## config.mk

```make
export PLATFORM = sky130hd
export DESIGN_NAME = freq_select
export DESIGN_NICKNAME = d
export VERILOG_FILES = /design/src/rtl/freq_pkg.sv /design/src/rtl/btn_debounce.sv /design/src/rtl/freq_select.sv
export SDC_FILE = /design/constraint.sdc
export NUM_CORES = 1
export LEC_CHECK = 0
export CAP_MARGIN = 20
export CORE_ASPECT_RATIO = 1.75
export CORE_UTILIZATION = 63
export CTS_CLUSTER_SIZE = 12
export DETAILED_ROUTE_END_ITERATION = 6
export PLACE_DENSITY = 0.83
export SETUP_SLACK_MARGIN = 0.15
export SLEW_MARGIN = 30
export SYNTH_ARGS = -nofsm -noshare
export SYNTH_HDL_FRONTEND = slang
export SYNTH_SLANG_ARGS = --single-unit
```

## constraint.sdc

```tcl
create_clock -name clk -period 3.95 [get_ports clk]
set_input_delay 1.185 -clock clk [delete_from_list [all_inputs] [get_ports clk]]
set_output_delay 1.185 -clock clk [all_outputs]
set_load 0.01 [all_outputs]
```

## src/rtl/freq_pkg.sv

```systemverilog
// Shared types and the saturating step helper for the frequency-select front end.
package freq_pkg;

    localparam int FREQ_W = 4;

    typedef logic [FREQ_W-1:0] freq_t;
    typedef logic [FREQ_W:0]   freq_ext_t;

    typedef enum logic [1:0] {
        IDLE,
        WAIT_DELAY,
        REPEAT,
        CHORD
    } step_state_e;

    localparam int BTN_UP = 0;
    localparam int BTN_DN = 1;

    // The extra top bit catches both overflow past the limit and borrow below zero.
    function automatic freq_t freq_step(input freq_t cur, input logic up, input logic dn,
                                        input freq_t max_f);
        freq_ext_t ext;
        ext = {1'b0, cur};
        if (up && !dn) begin
            ext = ext + freq_ext_t'(1);
            if (ext > {1'b0, max_f})
                ext = {1'b0, max_f};
        end else if (dn && !up) begin
            ext = ext - freq_ext_t'(1);
            if (ext[FREQ_W])
                ext = '0;
        end
        return ext[FREQ_W-1:0];
    endfunction

endpackage

```

## src/rtl/btn_debounce.sv

```systemverilog
// One push-button: 2-FF synchroniser, debounce counter, debounced level and edge pulses.
module btn_debounce #(
    parameter int DEBOUNCE_CYCLES = 2
) (
    input  logic clk,
    input  logic reset_n,
    input  logic btn,
    output logic level,
    output logic rise,
    output logic fall
);

    localparam int              CNT_W   = $clog2(DEBOUNCE_CYCLES + 1);
    localparam logic [CNT_W-1:0] DB_LAST = CNT_W'(DEBOUNCE_CYCLES - 1);

    logic             sync1;
    logic             sync2;
    logic [CNT_W-1:0] cnt;
    logic             idle_seen;
    logic             armed;

    // A rise only counts once the button has been seen released after reset,
    // so a button held through reset never produces a phantom press.
    always_ff @(posedge clk or negedge reset_n) begin
        if (!reset_n) begin
            sync1     <= 1'b0;
            sync2     <= 1'b0;
            cnt       <= '0;
            level     <= 1'b0;
            rise      <= 1'b0;
            fall      <= 1'b0;
            idle_seen <= 1'b0;
            armed     <= 1'b0;
        end else begin
            sync1     <= btn;
            sync2     <= sync1;
            idle_seen <= ~sync1 & ~sync2;
            armed     <= armed | (idle_seen & ~sync1 & ~sync2);
            rise      <= 1'b0;
            fall      <= 1'b0;
            if (sync2 == level) begin
                cnt <= '0;
            end else if (cnt == DB_LAST) begin
                cnt   <= '0;
                level <= sync2;
                rise  <= sync2 & armed;
                fall  <= ~sync2;
            end else begin
                cnt <= cnt + CNT_W'(1);
            end
        end
    end

endmodule

```

## src/rtl/freq_select.sv

```systemverilog
// Up/down buttons to a saturating frequency code with single-step, auto-repeat and a clear chord.
module freq_select
    import freq_pkg::*;
#(
    parameter int DEBOUNCE_CYCLES = 2,
    parameter int REPEAT_DELAY    = 10,
    parameter int REPEAT_RATE     = 4,
    parameter int MAX_FREQ        = 15
) (
    input  logic  clk,
    input  logic  reset_n,
    input  logic  btn_up,
    input  logic  btn_down,
    output freq_t freqValue,
    output logic  changed
);

    localparam int HOLD_MAX = (REPEAT_DELAY > REPEAT_RATE) ? REPEAT_DELAY : REPEAT_RATE;
    localparam int HOLD_W   = $clog2(HOLD_MAX + 1);
    localparam logic [HOLD_W-1:0] DLY_LAST  = HOLD_W'(REPEAT_DELAY - 1);
    localparam logic [HOLD_W-1:0] RATE_LAST = HOLD_W'(REPEAT_RATE - 1);
    localparam freq_t MAX_F = freq_t'(MAX_FREQ);

    logic [1:0] raw;
    logic [1:0] lvl;
    logic [1:0] rise;
    logic [1:0] fall;
    logic [1:0] step_req;
    logic       both_low;
    logic       chord;
    freq_t      next_val;

    assign raw = {btn_down, btn_up};

    btn_debounce #(
        .DEBOUNCE_CYCLES(DEBOUNCE_CYCLES)
    ) u_btn [1:0] (
        .clk    (clk),
        .reset_n(reset_n),
        .btn    (raw),
        .level  (lvl),
        .rise   (rise),
        .fall   (fall)
    );

    assign both_low = ~|lvl;
    // Chord fires on the cycle the second button's debounced level rises.
    assign chord    = (&lvl) && (|rise);

    for (genvar b = 0; b < 2; b++) begin : g_step
        step_state_e       st;
        logic [HOLD_W-1:0] hold;

        assign step_req[b] = !fall[b] &&
                             ((st == IDLE       && rise[b])          ||
                              (st == WAIT_DELAY && hold == DLY_LAST) ||
                              (st == REPEAT     && hold == RATE_LAST));

        always_ff @(posedge clk or negedge reset_n) begin
            if (!reset_n) begin
                st   <= IDLE;
                hold <= '0;
            end else if (chord) begin
                st   <= CHORD;
                hold <= '0;
            end else begin
                case (st)
                    IDLE: begin
                        hold <= '0;
                        if (rise[b])
                            st <= WAIT_DELAY;
                    end
                    WAIT_DELAY: begin
                        if (fall[b]) begin
                            st   <= IDLE;
                            hold <= '0;
                        end else if (hold == DLY_LAST) begin
                            st   <= REPEAT;
                            hold <= '0;
                        end else begin
                            hold <= hold + HOLD_W'(1);
                        end
                    end
                    REPEAT: begin
                        if (fall[b]) begin
                            st   <= IDLE;
                            hold <= '0;
                        end else if (hold == RATE_LAST) begin
                            hold <= '0;
                        end else begin
                            hold <= hold + HOLD_W'(1);
                        end
                    end
                    CHORD: begin
                        hold <= '0;
                        if (both_low)
                            st <= IDLE;
                    end
                    default: begin
                        st   <= IDLE;
                        hold <= '0;
                    end
                endcase
            end
        end
    end

    always_comb begin
        next_val = freqValue;
        if (chord)
            next_val = '0;
        else
            next_val = freq_step(freqValue, step_req[BTN_UP], step_req[BTN_DN], MAX_F);
    end

    always_ff @(posedge clk or negedge reset_n) begin
        if (!reset_n) begin
            freqValue <= '0;
            changed   <= 1'b0;
        end else begin
            freqValue <= next_val;
            changed   <= (next_val != freqValue);
        end
    end

endmodule
```

==> results of run 1 <==
## how the worst max path moves through the flow
stage                               to  cells past startpoint  slack, ns               from
after floorplan           freqValue[3]                      9       1.80  g_step[1].hold[1]
after global placement    freqValue[2]                      1       1.65       freqValue[2]
after detailed placement       changed                      8       1.62  g_step[1].hold[1]
after CTS                 freqValue[2]                      1       1.32       freqValue[2]
after global routing      freqValue[2]                      1       1.25       freqValue[2]
final                     freqValue[2]                      1       1.31       freqValue[2]
## layer usage
| layer | up-vias | track usage (%) | wire length, µm |
|---|---|---|---|
| met1 | 688 | 26.4 | 1360 |
| met3 | 7 | 4.48 | 104 |
| met5 | - | 0 | 0 |
| li1 | 663 | - | - |
| met4 | 0 | 12.2 | 69 |
| met2 | 31 | 47.4 | 1960 |
## registers in the layout (all words and copies together), names as in the netlist
signal / flops
freqValue: 4
g_step.st: 4
u_btn.sync2: 2
g_step.hold: 8
u_btn.sync1: 2
u_btn.idle_seen: 2
u_btn.level: 2
u_btn.rise: 2
u_btn.cnt: 4
u_btn.armed: 2
u_btn.fall: 2
changed: 1
## Yosys cell counts, types with 2 or more instances
| master | number |
|---|---|
| sky130_fd_sc_hd__a21o_1 | 2 |
| sky130_fd_sc_hd__a21oi_1 | 3 |
| sky130_fd_sc_hd__a221oi_1 | 2 |
| sky130_fd_sc_hd__and2_1 | 2 |
| sky130_fd_sc_hd__and3_1 | 2 |
| sky130_fd_sc_hd__clkbuf_1 | 5 |
| sky130_fd_sc_hd__dfrtp_1 | 35 |
| sky130_fd_sc_hd__ha_1 | 6 |
| sky130_fd_sc_hd__inv_1 | 9 |
| sky130_fd_sc_hd__mux2_2 | 2 |
| sky130_fd_sc_hd__mux2i_1 | 2 |
| sky130_fd_sc_hd__nand2_1 | 17 |
| sky130_fd_sc_hd__nand2b_1 | 5 |
| sky130_fd_sc_hd__nand3_1 | 4 |
| sky130_fd_sc_hd__nand3b_1 | 4 |
| sky130_fd_sc_hd__nor2_1 | 21 |
| sky130_fd_sc_hd__nor3_1 | 7 |
| sky130_fd_sc_hd__nor3b_1 | 3 |
| sky130_fd_sc_hd__o21a_1 | 2 |
| sky130_fd_sc_hd__o21ai_0 | 13 |
| sky130_fd_sc_hd__o22ai_1 | 2 |
| sky130_fd_sc_hd__o311ai_0 | 2 |
| sky130_fd_sc_hd__o31ai_1 | 3 |
| sky130_fd_sc_hd__or3_1 | 2 |
| sky130_fd_sc_hd__xnor2_1 | 5 |
| sky130_fd_sc_hd__xor2_1 | 2 |
## logic make-up after synthesis
logic type               share of synthesized area [%]
buffers and inverters                             3.23
AND/OR/NAND/NOR                                   21.7
flip-flops                                        49.1
adder cells (fa/ha/maj)                           4.21
AO/OA/AOI/OAI                                     15.9
XOR/XNOR                                          3.44
multiplexers                                      2.39
## layout by cell type, fill, tap and decap left out, types with 3 or more instances in the layout
master and n:
sky130_fd_sc_hd__dfrtp_1 35, sky130_fd_sc_hd__nor2_1 21, sky130_fd_sc_hd__nand2_1 17, sky130_fd_sc_hd__o21ai_0 13, sky130_fd_sc_hd__inv_1 9, sky130_fd_sc_hd__clkdlybuf4s50_1 8, sky130_fd_sc_hd__nor3_1 7, sky130_fd_sc_hd__ha_1 6
sky130_fd_sc_hd__nand2b_1 5, sky130_fd_sc_hd__xnor2_1 5, sky130_fd_sc_hd__clkbuf_8 5, sky130_fd_sc_hd__nand3b_1 4, sky130_fd_sc_hd__nand3_1 4, sky130_fd_sc_hd__o31ai_1 3, sky130_fd_sc_hd__nor3b_1 3, sky130_fd_sc_hd__a21oi_1 3
## metrics by stage
step / instances / utilization (%) / total power [mW]
6_report: 220 / 73.3 / 1.36
3_5_place_dp: 212 / 69.9 / 1.10
3_3_place_gp: 212 / 69.9 / 1.07
5_1_grt: 220 / 73.3 / 1.46
4_1_cts: 220 / 73.3 / 1.36
2_1_floorplan: 182 / - / 0.948
## report_power, final
group          switching, mW  internal [mW]
Clock                  0.137          0.126
Combinational          0.268          0.246
Sequential             0.137          0.450
Total                  0.542          0.822
## final cells by class
type | count | area, µm²
timing repair buffer | 9 | 87.6
tap | 27 | 33.8
fill | 197 | 717
inverter | 9 | 33.8
clock inverter | 3 | 23.8
sequential | 35 | 876
clock buffer | 5 | 68.8
multi-input combinational | 132 | 850
==> run_summary.xml, run 1 <==
<?xml version="1.0" encoding="UTF-8"?>
<metrics>
  <group name="clock_network">
    <metric name="cts_buffers" unit="">5</metric>
    <metric name="post_cts.resized_instances" unit="">0</metric>
    <metric name="tritoncts" unit="">done</metric>
    <metric name="holdBufCountCts" unit="">0</metric>
    <metric name="cts_max_path_buffers" unit="">2</metric>
    <metric name="cts.htree.levels" unit="">2</metric>
    <metric name="clock_latency" unit="ns">0.29</metric>
    <metric name="cts-root-buf" unit="">sky130_fd_sc_hd__clkbuf_8</metric>
    <metric name="post_cts.repair.setup_buffers" unit="">0</metric>
    <metric name="clk_pin_slew_worst_paths" unit="ns">0.07</metric>
    <metric name="clkSinkCount" unit="">35</metric>
  </group>
  <group name="worst_hold_path">
    <metric name="worst_hold_startpoint" unit="">u_btn[1].sync1</metric>
    <metric name="hold-path-cell-count" unit="">0</metric>
    <metric name="hold_end" unit="">u_btn[1].sync2</metric>
    <metric name="min_path_type" unit="">reg2reg</metric>
  </group>
  <group name="global_route">
    <metric name="maximum_number_of_pins_on_one_net_before_global_route_repair" unit="">36</metric>
    <metric name="grt_antenna_before_repair" unit="">0</metric>
    <metric name="gr-total-overflow" unit="">0</metric>
    <metric name="grt_pass1_wl" unit="mm">5.79</metric>
    <metric name="globalRouteTotalUtil" unit="%">25.3</metric>
    <metric name="via_count_of_the_first_global_routing_pass" unit="">1372</metric>
  </group>
  <group name="synthesis">
    <metric name="synthesis.instances" unit="">182</metric>
    <metric name="synthTopCellsByArea" unit="">sky130_fd_sc_hd__dfrtp_1 49%, sky130_fd_sc_hd__nor2_1 4.4%, sky130_fd_sc_hd__ha_1 4.2%</metric>
    <metric name="yosysTopAreaCellShare" unit="%">49.1</metric>
    <metric name="yosys_warnings" unit="">0</metric>
    <metric name="synth-seq-cells" unit="">35</metric>
    <metric name="synth_sequential_area_ratio" unit="%">49.1</metric>
    <metric name="synth_edf_count" unit="">0</metric>
    <metric name="netlist-cell-type-count" unit="">46</metric>
    <metric name="synth_flop_cell" unit="">sky130_fd_sc_hd__dfrtp_1</metric>
    <metric name="netlist.top_cell.by_area" unit="">sky130_fd_sc_hd__dfrtp_1</metric>
    <metric name="post_synth_instance_area" unit="µm²">1780</metric>
    <metric name="synth_nets" unit="">192</metric>
    <metric name="async_reset_ff_share" unit="%">100</metric>
    <metric name="syn_avg_cell_area" unit="µm²">9.80</metric>
  </group>
  <group name="critical_path">
    <metric name="family_of_cells_with_the_greatest_summed_delay_on_the_critical_path" unit="">buffers and inverters</metric>
    <metric name="timing.critical_path.slowest_cell_delay" unit="ns">0.61</metric>
    <metric name="end_kind" unit="">primary output</metric>
    <metric name="timing.critical_path.from_type" unit="">register</metric>
    <metric name="cp_data_required_time" unit="ns">2.76</metric>
    <metric name="cp_slowest_cell" unit="">sky130_fd_sc_hd__clkdlybuf4s50_1</metric>
    <metric name="ff2ff_setup_slack" unit="ns">1.58</metric>
    <metric name="worst_path_cell_chain" unit="">clkdlybuf4s50_1</metric>
    <metric name="regToRegStartpoint" unit="">g_step[1].hold[1]</metric>
    <metric name="rr_worst_depth" unit="">8</metric>
    <metric name="cp.arrival" unit="ns">1.45</metric>
    <metric name="crit_reg_reg_endpoint" unit="">changed</metric>
    <metric name="critPathKind" unit="">reg2out</metric>
    <metric name="path_buf_inv" unit="">1</metric>
    <metric name="critical_path_peak_fanout" unit="">14</metric>
  </group>
  <group name="outcome">
    <metric name="status" unit="">complete, no violations</metric>
  </group>
  <group name="place">
    <metric name="final_weighted_congestion_in_routability_driven_placement" unit="">0.807</metric>
    <metric name="detailed_place_hpwl" unit="mm">2.57</metric>
    <metric name="dpl_worst_slack" unit="ns">1.62</metric>
    <metric name="place_area" unit="µm²">1880</metric>
    <metric name="buffer_ports.inserted" unit="">8</metric>
  </group>
  <group name="drt">
    <metric name="first_iter_violations" unit="">47</metric>
    <metric name="detail_route.vias_per_cell" unit="">6.31</metric>
    <metric name="avgRoutedWirePerCell" unit="µm">15.9</metric>
    <metric name="drt-pass1-iter-count" unit="">5</metric>
    <metric name="totalWireLength" unit="mm">3.49</metric>
    <metric name="drt_antenna_net_count" unit="">0</metric>
    <metric name="via_count" unit="">1389</metric>
    <metric name="detail_route.drc_violations" unit="">0</metric>
  </group>
  <group name="sta">
    <metric name="timing.final.max_slew_violations" unit="">0</metric>
    <metric name="fin_hold_ws" unit="ns">0.382</metric>
    <metric name="clock_skew" unit="ns">0.00725</metric>
    <metric name="rsz_0062_raised_after_global_routing" unit="">no</metric>
    <metric name="setup_viol" unit="">0</metric>
    <metric name="layout_min_cycle_time" unit="ns">2.64</metric>
    <metric name="max_slew.worst_pin.slew" unit="ns">0.785</metric>
    <metric name="report.final.hold_viol_count" unit="">0</metric>
    <metric name="final_min_period_over_clock_period" unit="%">66.7</metric>
    <metric name="peak_clock_frequency_supported_by_timing" unit="GHz">0.379</metric>
    <metric name="setup-tns-final" unit="ns">0</metric>
    <metric name="timing.final.ws_setup" unit="ns">1.31</metric>
    <metric name="slew_headroom" unit="%">47.4</metric>
  </group>
  <group name="die">
    <metric name="placementRows" unit="">25</metric>
    <metric name="initial_core_utilization" unit="%">66.3</metric>
    <metric name="die_width" unit="µm">42.2</metric>
    <metric name="die_area" unit="µm²">3060</metric>
    <metric name="die_h" unit="µm">72.4</metric>
    <metric name="floorplan.core_area" unit="µm²">2690</metric>
    <metric name="io_pins" unit="">9</metric>
  </group>
  <group name="flow_run">
    <metric name="max-cap-violations" unit="">0</metric>
  </group>
  <group name="power_and_ir_drop">
    <metric name="p_leak" unit="nW">0.854</metric>
    <metric name="power-per-cell-area" unit="nW/µm²">691</metric>
    <metric name="worst_ir_drop_vdd" unit="V">0.000441</metric>
  </group>
  <group name="cells_and_area">
    <metric name="layout.cell_area.non_filler" unit="µm²">1970</metric>
    <metric name="areaGrowthSynthToFinish" unit="%">10.7</metric>
    <metric name="antenna_cells_inserted" unit="">0</metric>
    <metric name="layout-drive-gt1-share" unit="%">8.29</metric>
    <metric name="fin_nets" unit="">202</metric>
  </group>
</metrics>
(Power assumes the default switching activity.)
==> inputs of run 2 (changes only) <==
--- a/config.mk
+++ b/config.mk
@@ -7,10 +7,10 @@
 export LEC_CHECK = 0
 export CAP_MARGIN = 20
 export CORE_ASPECT_RATIO = 1.75
-export CORE_UTILIZATION = 63
+export CORE_UTILIZATION = 59
 export CTS_CLUSTER_SIZE = 12
 export DETAILED_ROUTE_END_ITERATION = 6
-export PLACE_DENSITY = 0.83
+export PLACE_DENSITY = 0.78
 export SETUP_SLACK_MARGIN = 0.15
 export SLEW_MARGIN = 30
 export SYNTH_ARGS = -nofsm -noshare
==> constraint.sdc (replaced) <==
create_clock -name clk -period 2.6 [get_ports clk]
set_input_delay 0.78 -clock clk [delete_from_list [all_inputs] [get_ports clk]]
set_output_delay 0.78 -clock clk [all_outputs]
set_load 0.01 [all_outputs]
==> run_summary.xml, run 2 (synthesis results as in run 1) <==
<?xml version="1.0" encoding="UTF-8"?>
<metrics>
  <group name="outcome">
    <metric name="status" unit="">complete, no violations</metric>
  </group>
  <group name="clock_network">
    <metric name="clock_latency" unit="ns">0.28</metric>
    <metric name="cts_max_path_buffers" unit="">2</metric>
    <metric name="holdBufCountCts" unit="">0</metric>
    <metric name="cts-root-buf" unit="">sky130_fd_sc_hd__clkbuf_8</metric>
    <metric name="clk_pin_slew_worst_paths" unit="ns">0.07</metric>
    <metric name="cts_buffers" unit="">5</metric>
    <metric name="post_cts.repair.setup_buffers" unit="">0</metric>
    <metric name="cts.htree.levels" unit="">2</metric>
    <metric name="tritoncts" unit="">done</metric>
    <metric name="post_cts.resized_instances" unit="">0</metric>
    <metric name="clkSinkCount" unit="">35</metric>
  </group>
  <group name="sta">
    <metric name="rsz_0062_raised_after_global_routing" unit="">no</metric>
    <metric name="setup-tns-final" unit="ns">0</metric>
    <metric name="report.final.hold_viol_count" unit="">0</metric>
    <metric name="timing.final.max_slew_violations" unit="">0</metric>
    <metric name="timing.final.ws_setup" unit="ns">0.255</metric>
    <metric name="clock_skew" unit="ns">0.00617</metric>
    <metric name="max_slew.worst_pin.slew" unit="ns">0.674</metric>
    <metric name="layout_min_cycle_time" unit="ns">2.35</metric>
    <metric name="setup_viol" unit="">0</metric>
    <metric name="slew_headroom" unit="%">54.7</metric>
    <metric name="peak_clock_frequency_supported_by_timing" unit="GHz">0.426</metric>
    <metric name="final_min_period_over_clock_period" unit="%">90.2</metric>
  </group>
  <group name="drt">
    <metric name="via_count" unit="">1441</metric>
    <metric name="drt-pass1-iter-count" unit="">4</metric>
    <metric name="detail_route.drc_violations" unit="">0</metric>
    <metric name="drt_antenna_net_count" unit="">0</metric>
    <metric name="detail_route.vias_per_cell" unit="">6.46</metric>
    <metric name="avgRoutedWirePerCell" unit="µm">15.4</metric>
    <metric name="totalWireLength" unit="mm">3.43</metric>
    <metric name="first_iter_violations" unit="">46</metric>
  </group>
  <group name="cells_and_area">
    <metric name="areaGrowthSynthToFinish" unit="%">10.9</metric>
    <metric name="fillers" unit="">219</metric>
    <metric name="fin_nets" unit="">204</metric>
    <metric name="antenna_cells_inserted" unit="">0</metric>
    <metric name="fin_util" unit="%">68.3</metric>
    <metric name="stdcell_count" unit="">223</metric>
    <metric name="largest_register_ff_count" unit="">8</metric>
    <metric name="mostFrequentLayoutCell" unit="">sky130_fd_sc_hd__dfrtp_1</metric>
    <metric name="layout-drive-gt1-share" unit="%">8.21</metric>
    <metric name="largest_register" unit="">g_step.hold</metric>
    <metric name="most_used_cells_in_the_layout_excluding_fill_and_tap_cells" unit="">35 x sky130_fd_sc_hd__dfrtp_1, 21 x sky130_fd_sc_hd__nor2_1, 17 x sky130_fd_sc_hd__nand2_1, 13 x sky130_fd_sc_hd__o21ai_0, 9 x sky130_fd_sc_hd__inv_1</metric>
  </group>
  <group name="die">
    <metric name="die_area" unit="µm²">3250</metric>
    <metric name="io_pins" unit="">9</metric>
    <metric name="die_h" unit="µm">74.7</metric>
    <metric name="die_width" unit="µm">43.6</metric>
    <metric name="placementRows" unit="">26</metric>
    <metric name="initial_core_utilization" unit="%">61.6</metric>
    <metric name="floorplan.core_area" unit="µm²">2900</metric>
  </group>
  <group name="place">
    <metric name="dp.cells" unit="">215</metric>
    <metric name="detailed_place_hpwl" unit="mm">2.59</metric>
    <metric name="buffer_ports.inserted" unit="">8</metric>
    <metric name="final_weighted_congestion_in_routability_driven_placement" unit="">0.962</metric>
    <metric name="dpl_worst_slack" unit="ns">0.329</metric>
  </group>
  <group name="power_and_ir_drop">
    <metric name="power-per-cell-area" unit="nW/µm²">1040</metric>
    <metric name="worst_ir_drop_vdd" unit="V">0.000955</metric>
    <metric name="totalPowerFinal" unit="mW">2.07</metric>
    <metric name="p_leak" unit="nW">0.865</metric>
  </group>
  <group name="critical_path">
    <metric name="critical_path_peak_fanout" unit="">7</metric>
    <metric name="cp.arrival" unit="ns">2.54</metric>
    <metric name="cp_data_required_time" unit="ns">2.79</metric>
    <metric name="critPathKind" unit="">reg2reg</metric>
    <metric name="timing.critical_path.from_type" unit="">register</metric>
    <metric name="end_kind" unit="">register</metric>
  </group>
  <group name="global_route">
    <metric name="maximum_number_of_pins_on_one_net_before_global_route_repair" unit="">36</metric>
    <metric name="gr-total-overflow" unit="">0</metric>
    <metric name="grt_antenna_before_repair" unit="">0</metric>
    <metric name="globalRouteTotalUtil" unit="%">24.4</metric>
    <metric name="via_count_of_the_first_global_routing_pass" unit="">1459</metric>
    <metric name="grt_pass1_wl" unit="mm">5.88</metric>
  </group>
  <group name="worst_hold_path">
    <metric name="min_path_type" unit="">reg2reg</metric>
  </group>
  <group name="flow_run">
    <metric name="max-cap-violations" unit="">0</metric>
  </group>
</metrics>
run 2: critical path, stage by stage (launching register included):
cell	delay, ns
sky130_fd_sc_hd__dfrtp_1	0.40
sky130_fd_sc_hd__inv_1	0.07
sky130_fd_sc_hd__ha_1	0.16
sky130_fd_sc_hd__and3b_2	0.21
sky130_fd_sc_hd__a211oi_1	0.08
sky130_fd_sc_hd__or3_1	0.43
sky130_fd_sc_hd__or4_1	0.50
sky130_fd_sc_hd__and3_1	0.19
sky130_fd_sc_hd__a211oi_2	0.21
run 2: layout make-up:
type,instances,area [µm²],area share (%)
flip-flops and latches,35,876,44.3
multi-input cells,132,850,42.9
repair buffers,11,103,5.19
clock buffers,7,76.3,3.86
well taps,28,35.0,1.77
inverters,9,33.8,1.71
clock inverters,1,5.00,0.253
run 2: worst paths after layout:
check,start,cells past startpoint,slack (ns),endpoint
worst min-delay path,u_btn[0].sync1,0,0.38,u_btn[0].sync2
min in group asynchronous,reset_n,2,0.91,freqValue[0]
worst min register to register,u_btn[0].sync1,0,0.38,u_btn[0].sync2
worst max register to register,g_step[1].hold[1],8,0.25,freqValue[3]
worst max-delay path,g_step[1].hold[1],8,0.25,freqValue[3]
max in group asynchronous,reset_n,2,1.37,g_step[0].hold[2]
run 2: metal layers:
metal | vias to the layer above | GRT usage, % | part of all wire [%]
met2 | 48 | 47.3 | 57
li1 | 672 | - | -
met3 | 8 | 3.12 | 3.7
met4 | 0 | 15.6 | 2.9
met1 | 713 | 23.0 | 37
met5 | - | 0 | 0
run 2: through the flow:
| step | area, µm² | hold slack [ns] |
|---|---|---|
| global placement | 1900 | 0.356 |
| CTS | 1980 | 0.381 |
| finish | 1980 | 0.376 |
| floorplan | 1780 | 0.354 |
| global route | 1980 | 0.396 |
| detailed placement | 1900 | 0.367 |
run 2: report_power, final:
| part | total (mW) | switching (mW) | internal, mW |
|---|---|---|---|
| clock network | 0.363 | 0.175 | 0.188 |
| logic | 0.823 | 0.438 | 0.386 |
| registers | 0.879 | 0.194 | 0.685 |
| total | 2.07 | 0.807 | 1.26 |
